### src/rtl/ioshim_pkg.sv
// Shared types and default widths for the ioshim register file.
package ioshim_pkg;

  localparam int unsigned IOSHIM_DATA_W = 8;
  localparam int unsigned IOSHIM_ADDR_W = 4;

  typedef enum logic [0:0] {
    ST_CLEAR,
    ST_IDLE
  } state_e;

endpackage

### src/rtl/ioshim_regfile_clr.sv
// Clear sequencer: sweeps every entry once after reset or on request.
module ioshim_regfile_clr
  import ioshim_pkg::*;
#(
  parameter int unsigned ADDR_W = IOSHIM_ADDR_W
) (
  input  logic              clk,
  input  logic              reset,
  input  logic              clear_req,
  output logic              busy,
  output logic              idle,
  output logic              sweep_we,
  output logic [ADDR_W-1:0] sweep_addr
);

  state_e            state_q, state_d;
  logic [ADDR_W-1:0] ptr_q, ptr_d;

  // State and sweep pointer; reset restarts the sweep from entry 0.
  always_ff @(posedge clk or posedge reset) begin
    if (reset) begin
      state_q <= ST_CLEAR;
      ptr_q   <= '0;
    end else begin
      state_q <= state_d;
      ptr_q   <= ptr_d;
    end
  end

  // Next state: walk the pointer to the last entry, then idle until asked to clear again.
  always_comb begin
    state_d = state_q;
    ptr_d   = ptr_q;
    unique case (state_q)
      ST_CLEAR: begin
        ptr_d = ptr_q + 1'b1;
        if (ptr_q == '1) begin
          state_d = ST_IDLE;
          ptr_d   = '0;
        end
      end
      ST_IDLE: begin
        // A request mid-sweep never reaches here, so it is ignored by construction.
        if (clear_req) begin
          state_d = ST_CLEAR;
          ptr_d   = '0;
        end
      end
      default: begin
        state_d = ST_CLEAR;
        ptr_d   = '0;
      end
    endcase
  end

  // Status and sweep strobe decoded from the current state.
  always_comb begin
    busy       = (state_q == ST_CLEAR);
    idle       = (state_q == ST_IDLE);
    sweep_we   = busy;
    sweep_addr = ptr_q;
  end

endmodule

### src/rtl/ioshim_regfile.sv
// Multi-read-port register file with masked writes, write-to-read forwarding,
// hardware clear sweep and per-entry dirty map.
module ioshim_regfile
  import ioshim_pkg::*;
#(
  parameter int unsigned       DATA_W    = IOSHIM_DATA_W,
  parameter int unsigned       ADDR_W    = IOSHIM_ADDR_W,
  parameter int unsigned       NRD       = 2,
  parameter logic [DATA_W-1:0] RESET_VAL = '0
) (
  input  logic                  clk,
  input  logic                  reset,
  input  logic                  clear_req,
  output logic                  busy,
  input  logic                  wr_en,
  output logic                  wr_ready,
  input  logic [ADDR_W-1:0]     wr_addr,
  input  logic [DATA_W-1:0]     wr_data,
  input  logic [DATA_W-1:0]     wr_mask,
  input  logic [NRD*ADDR_W-1:0] rd_addr,
  output logic [NRD*DATA_W-1:0] rd_data,
  output logic [2**ADDR_W-1:0]  dirty
);

  localparam int unsigned DEPTH = 2 ** ADDR_W;

  logic              idle;
  logic              sweep_we;
  logic [ADDR_W-1:0] sweep_addr;
  logic              wr_fire;
  logic [DATA_W-1:0] wr_merged;

  logic [DATA_W-1:0] mem_q [DEPTH];
  logic [DEPTH-1:0]  dirty_q;

  ioshim_regfile_clr #(
    .ADDR_W(ADDR_W)
  ) u_clr (
    .clk       (clk),
    .reset     (reset),
    .clear_req (clear_req),
    .busy      (busy),
    .idle      (idle),
    .sweep_we  (sweep_we),
    .sweep_addr(sweep_addr)
  );

  // Write handshake and bit-masked merge against the current entry contents.
  always_comb begin
    wr_ready  = idle && !clear_req;
    wr_fire   = wr_en && wr_ready;
    wr_merged = (mem_q[wr_addr] & ~wr_mask) | (wr_data & wr_mask);
  end

  // Storage array: no reset, the sweep initialises it. Sweep and writes never overlap.
  always_ff @(posedge clk) begin
    if (sweep_we) begin
      mem_q[sweep_addr] <= RESET_VAL;
    end else if (wr_fire) begin
      mem_q[wr_addr] <= wr_merged;
    end
  end

  // Dirty map: cleared by reset and by the sweep, set by any accepted write (even mask 0).
  always_ff @(posedge clk or posedge reset) begin
    if (reset) begin
      dirty_q <= '0;
    end else if (sweep_we) begin
      dirty_q[sweep_addr] <= 1'b0;
    end else if (wr_fire) begin
      dirty_q[wr_addr] <= 1'b1;
    end
  end

  assign dirty = dirty_q;

  for (genvar i = 0; i < NRD; i++) begin : g_rd
    logic [ADDR_W-1:0] addr;
    logic [DATA_W-1:0] val;

    assign addr = rd_addr[i*ADDR_W +: ADDR_W];

    // Read mux: reset value while sweeping, forwarded merge on a same-cycle write hit.
    always_comb begin
      if (busy) begin
        val = RESET_VAL;
      end else if (wr_fire && (wr_addr == addr)) begin
        val = wr_merged;
      end else begin
        val = mem_q[addr];
      end
    end

    assign rd_data[i*DATA_W +: DATA_W] = val;
  end

endmodule

### config.mk
export PLATFORM = sky130hd
export DESIGN_NAME = ioshim_regfile
export DESIGN_NICKNAME = d
export VERILOG_FILES = /design/src/rtl/ioshim_pkg.sv /design/src/rtl/ioshim_regfile_clr.sv /design/src/rtl/ioshim_regfile.sv
export SDC_FILE = /design/constraint.sdc
export NUM_CORES = 1
export LEC_CHECK = 0
export CELL_PAD_IN_SITES_DETAIL_PLACEMENT = 0
export CELL_PAD_IN_SITES_GLOBAL_PLACEMENT = 2
export CORE_ASPECT_RATIO = 0.7
export CORE_MARGIN = 1.5
export CORE_UTILIZATION = 42
export DETAILED_ROUTE_END_ITERATION = 10
export PLACE_DENSITY_LB_ADDON = 0.1
export SYNTH_ARGS = -nofsm -noshare
export SYNTH_HDL_FRONTEND = slang
export SYNTH_HIERARCHICAL = 1
export SYNTH_SLANG_ARGS = --single-unit
### constraint.sdc
create_clock -name clk -period 3.1 [get_ports clk]
set_input_delay 0.775 -clock clk [delete_from_list [all_inputs] [get_ports clk]]
set_output_delay 0.775 -clock clk [all_outputs]
set_load 0.05 [all_outputs]
==> summary by stage <==
Timing
Setup repair after global routing could not meet its margin everywhere. The routed design could run at a clock period as short as 3.24 ns. Headroom to the max-slew limit came out at 22.4%.

The smallest setup slack after layout is -0.145 ns. The final cycle utilization of the critical path is 105%. The number of max-slew violations in the final report is 0. The number of hold violations in the final report is 0. The number of setup violations in the final report is 16. At the pin with the least slew margin, the transition time is 1.16 ns. The final worst clock skew is 0.00928 ns.

The maximum clock rate is 308 MHz.

Power
VDD sags by at most 0.000344 V. The total power per unit cell area is 651 nW/um^2. The overall power after layout is 7730 uW.

For this design the static power due to leakage is 0.00426 uW.

Synthesis
The proportion of synthesized chip area in sequential cells is 51.9%. The share of synthesized area spent on multiplexers is 25.0%. The cell taking the most area after synthesis is edfxtp_1. The combinational family with the most area after synthesis is multiplexers. The most instantiated flip-flop cell in the synthesis netlist is edfxtp_1.

After Yosys synthesis, full adders, half adders and majority gates account for 0.149% of the synthesized area. Of all flip-flops after synthesis, the portion carrying an async set or reset was 14.1%. The basic-gate share of the synthesized area counting and, or, nand and nor cells is 8.18%.

The number of distinct library cell variants in the gate-level netlist after synthesis is 44. After technology mapping, the gate count stands at 600. By area the synthesized netlist is led by edfxtp_1, mux4_2, dfrtp_1. The average instance in the mapped netlist occupies 14.0 um^2. The top cell type by area accounts for 45.7% of the synthesized area. The synthesized cell area is 8420 um^2. Counting flops with a built-in enable in the synthesized netlist gives 128.

Summing the areas of all compound-gate instances in the mapped netlist gives 10.9% of the synthesized area. The number of nets handed over by synthesis was 633. The synthesized netlist devotes 0.937% of its cell area to XOR and XNOR gates. Counting flops and latches in the post-synthesis netlist gives 149.

The number of synthesis warnings is 6.

Final layout
The synthesis-to-layout area growth is 41.0%. Across the whole layout, storage elements account for 4370 um^2. The area of combinational cells with multiple inputs is 4440 um^2.

Fill cells in the final layout number 1516. The antenna cell count is 0. The share of post-route cells with drive strength above 1 is 44.1%. For this run, the post-layout net count is 787.

After routing the design area is 11900 um^2.

Route
The via-per-instance ratio is 6.28. After detailed routing, the average wire length per cell comes to 27.8 um. The detail route stage leaves a number of antenna-violating nets equal to 0. The first TritonRoute pass finished after 5 iterations. The via count is 6508.

For this block, the initial DRC count from the detailed router was 667. The final layout contains routed wiring with a total length of 28.8 mm. The DRC violation count after routing is 0.

CTS
The clock root buffer master is clkbuf_16. After clock tree synthesis, the clock-pin slew on the worst setup and hold paths is 0.06 ns. The worst-case clock buffer depth is 2. For this design, the CTS-stage hold fixing added 0 buffers.

The number of CTS-inserted buffers is 17. The clock latency of the later-clocked register in the worst-skew pair is 0.43 ns. Counting every sink on the clock net gives 149.

The TritonCTS clock tree is done. The H-tree was split into 4 levels.

Critical path
The cell type of the slowest stage on the worst timing path is or4_4. Measured in cells, the most critical reg-to-reg path has a length of 7. The critical setup path kind is in -> out. The maximum fanout along the worst path is 7. The kind of start point of the critical path is an input port.

The stage delay of the slowest cell on the critical path is 0.55 ns. Data on the critical path is required at its endpoint by 2.32 ns. The cell family contributing the most delay on the critical path is simple AND/OR/NAND/NOR gates. The worst register-to-register path begins at u_clr/idle$_DFF_PP0_. The endpoint identified for the worst register-to-register timing path is mem_q[2][6]$_DFFE_PP_. The buffers plus inverters on the worst setup path is 3.

Setup slack on the worst reg-to-reg path comes out at 0.35 ns. STA classifies the critical path endpoint as an output port. Walking the worst path, the cells encountered are buf_16 > buf_6 > mux2i_1 > o22ai_1 > or4_4 > a21oi_4 > o32ai_4 > buf_12.

The critical path data arrival time is 2.47 ns. The most critical setup path has its startpoint at wr_addr[1].

Die
The core region is 19700 um^2. Measured along the x axis, the die boundary spans 172 um. For this configuration, the core starts out at a cell density of 42.6%. The row count is 43. The floorplan step set the die height to 121 um.

The overall die area is 20900 um^2. During I/O placement, the number of pins put on the boundary was 66.

Hold path
The number of cells on the worst hold path is 2. The tightest min-delay check is of the reg -> reg type. The worst min-delay path startpoint is dirty[7]$_DFFE_PP0P_.

The worst hold path terminates at dirty[7]$_DFFE_PP0P_.

Global route
After global routing the overflow that remains totals 0. The via count of the first global-routing pass is 6655. For this run, the total global-route usage over all layers was measured as 29.5%.

Entering global routing, the biggest net connects 31 pins. The initial antenna violation count was 0. The first global-routing pass estimated 43.3 mm of wire.

Place
The placed standard-cell area is 10600 um^2. In this run the tool buffered the top-level ports with 65 buffer cells. The placer congestion estimate is 0.967. After legalization and detailed placement, the total HPWL measured 20.6 mm.

Job
The total of max-cap violations is 0.

Run status
The checks that failed: setup timing. The run finished, with violations left.
==> metal layers <==
layer / track usage [%] / wire length, um / up-vias
li1: - / - / 2751
met1: 42.2 / 12300 / 3351
met2: 45.2 / 13300 / 351
met3: 6.23 / 2500 / 55
met4: 9.08 / 721 / 0
met5: 0 / 0 / -
==> sequential cells by signal, summed over array words and instances, names as in the netlist <==
signal	cells
mem_q	128
dirty	16
u_clr/sweep_addr	4
u_clr/idle	1
==> cells in the final DEF, fill, tap and decap left out, drive strengths merged, types with 2 or more instances in the layout <==
master,instances
mux4,72
clkdlybuf4s15,4
nor3,11
nand3,4
nand2,9
mux2i,48
o22ai,9
a31oi,4
o21bai,2
buf,141
nand2b,4
a21oi,32
clkdlybuf4s50,34
dfrtp,21
a22o,32
or4,8
o32ai,16
edfxtp,128
dlygate4sd2,2
o22a,2
nand4,2
xnor2,9
o31ai,2
or3,3
nor2,67
nand3b,7
inv,14
or3b,2
o21ai,28
clkbuf,23
and2,3
o21a,2
nor2b,15
==> worst register-to-register path: stages, from the launching register on <==
cell and delay, ns:
dfrtp_1 0.48, nand3b_1 0.18, buf_4 0.18, buf_4 0.17, nor2_1 0.28, a21oi_1 0.17, buf_4 0.16, nor2_1 0.75
==> final cells by class <==
class | instances | share of cell area (%)
Multi-Input combinational cell | 400 | 37.4
Sequential cell | 149 | 36.8
Timing Repair Buffer | 181 | 18.2
Clock buffer | 23 | 4.04
Tap cell | 270 | 2.85
Clock inverter | 9 | 0.538
Inverter | 5 | 0.158
==> Yosys cell counts, types with 2 or more instances <==
| cell type | number |
|---|---|
| nand2b_1 | 4 |
| o22a_1 | 2 |
| xnor2_1 | 9 |
| dfrtp_1 | 21 |
| or3_1 | 3 |
| o31ai_1 | 2 |
| or4_1 | 7 |
| a21oi_2 | 8 |
| o32ai_1 | 16 |
| or3b_1 | 2 |
| nand3b_1 | 6 |
| a21oi_1 | 24 |
| a22o_1 | 32 |
| nor3_1 | 11 |
| nand4_1 | 2 |
| o21a_1 | 2 |
| mux2i_1 | 48 |
| buf_6 | 3 |
| o22ai_1 | 9 |
| a31oi_1 | 4 |
| edfxtp_1 | 128 |
| nor2_1 | 67 |
| clkbuf_1 | 18 |
| o21ai_0 | 28 |
| nand3_1 | 4 |
| buf_4 | 4 |
| nand2_1 | 9 |
| buf_1 | 7 |
| inv_1 | 4 |
| buf_2 | 14 |
| mux4_2 | 72 |
| and2_1 | 3 |
| nor2b_1 | 15 |
| o21bai_1 | 2 |
==> worst max-delay path by stage <==
stage                        endpoint  slack, ns  depth (start not counted)
final                     rd_data[15]      -0.14                          8
after detailed placement   rd_data[4]      -0.66                          8
after global placement     rd_data[5]      -0.62                          8
after global routing      rd_data[14]      -0.17                          8
after CTS                  rd_data[8]      -0.11                          8
after floorplan           rd_data[15]      0.003                          7
==> per-stage QoR <==
stage	utilization [%]	cells	setup TNS [ns]	worst slack, ns	hold WS, ns
5_1_grt	60.1	1037	-2.41	-0.170	0.542
3_3_place_gp	53.7	983	-30.76	-0.621	0.472
2_1_floorplan	-	600	0	0.00307	0.503
6_report	60.1	1037	-1.71	-0.145	0.506
4_1_cts	59.6	1035	-1.52	-0.114	0.508
3_5_place_dp	53.7	983	-38.15	-0.661	0.494
==> where the power goes <==
group	switching [uW]	total, uW	internal, uW
clock network	814	1920	1100
logic	1710	2960	1250
registers	257	2860	2600
total	2780	7730	4950
==> cell families after synthesis <==
| logic type | count (synthesis) |
|---|---|
| simple gates | 138 |
| fa+ha+maj | 1 |
| xor+xnor | 9 |
| mux | 120 |
| flops | 149 |
| compound gates | 132 |
| buf+inv | 51 |
==> repair_timing <==
item / CTS / global route
setup endpoints to repair: 16 / 24
pin swaps: 35 / 22
cloned: 6 / 0
gates resized for setup: 123 / 21
buffers inserted: 15 / 3
No activity file was read; power rests on OpenSTA's default activity.
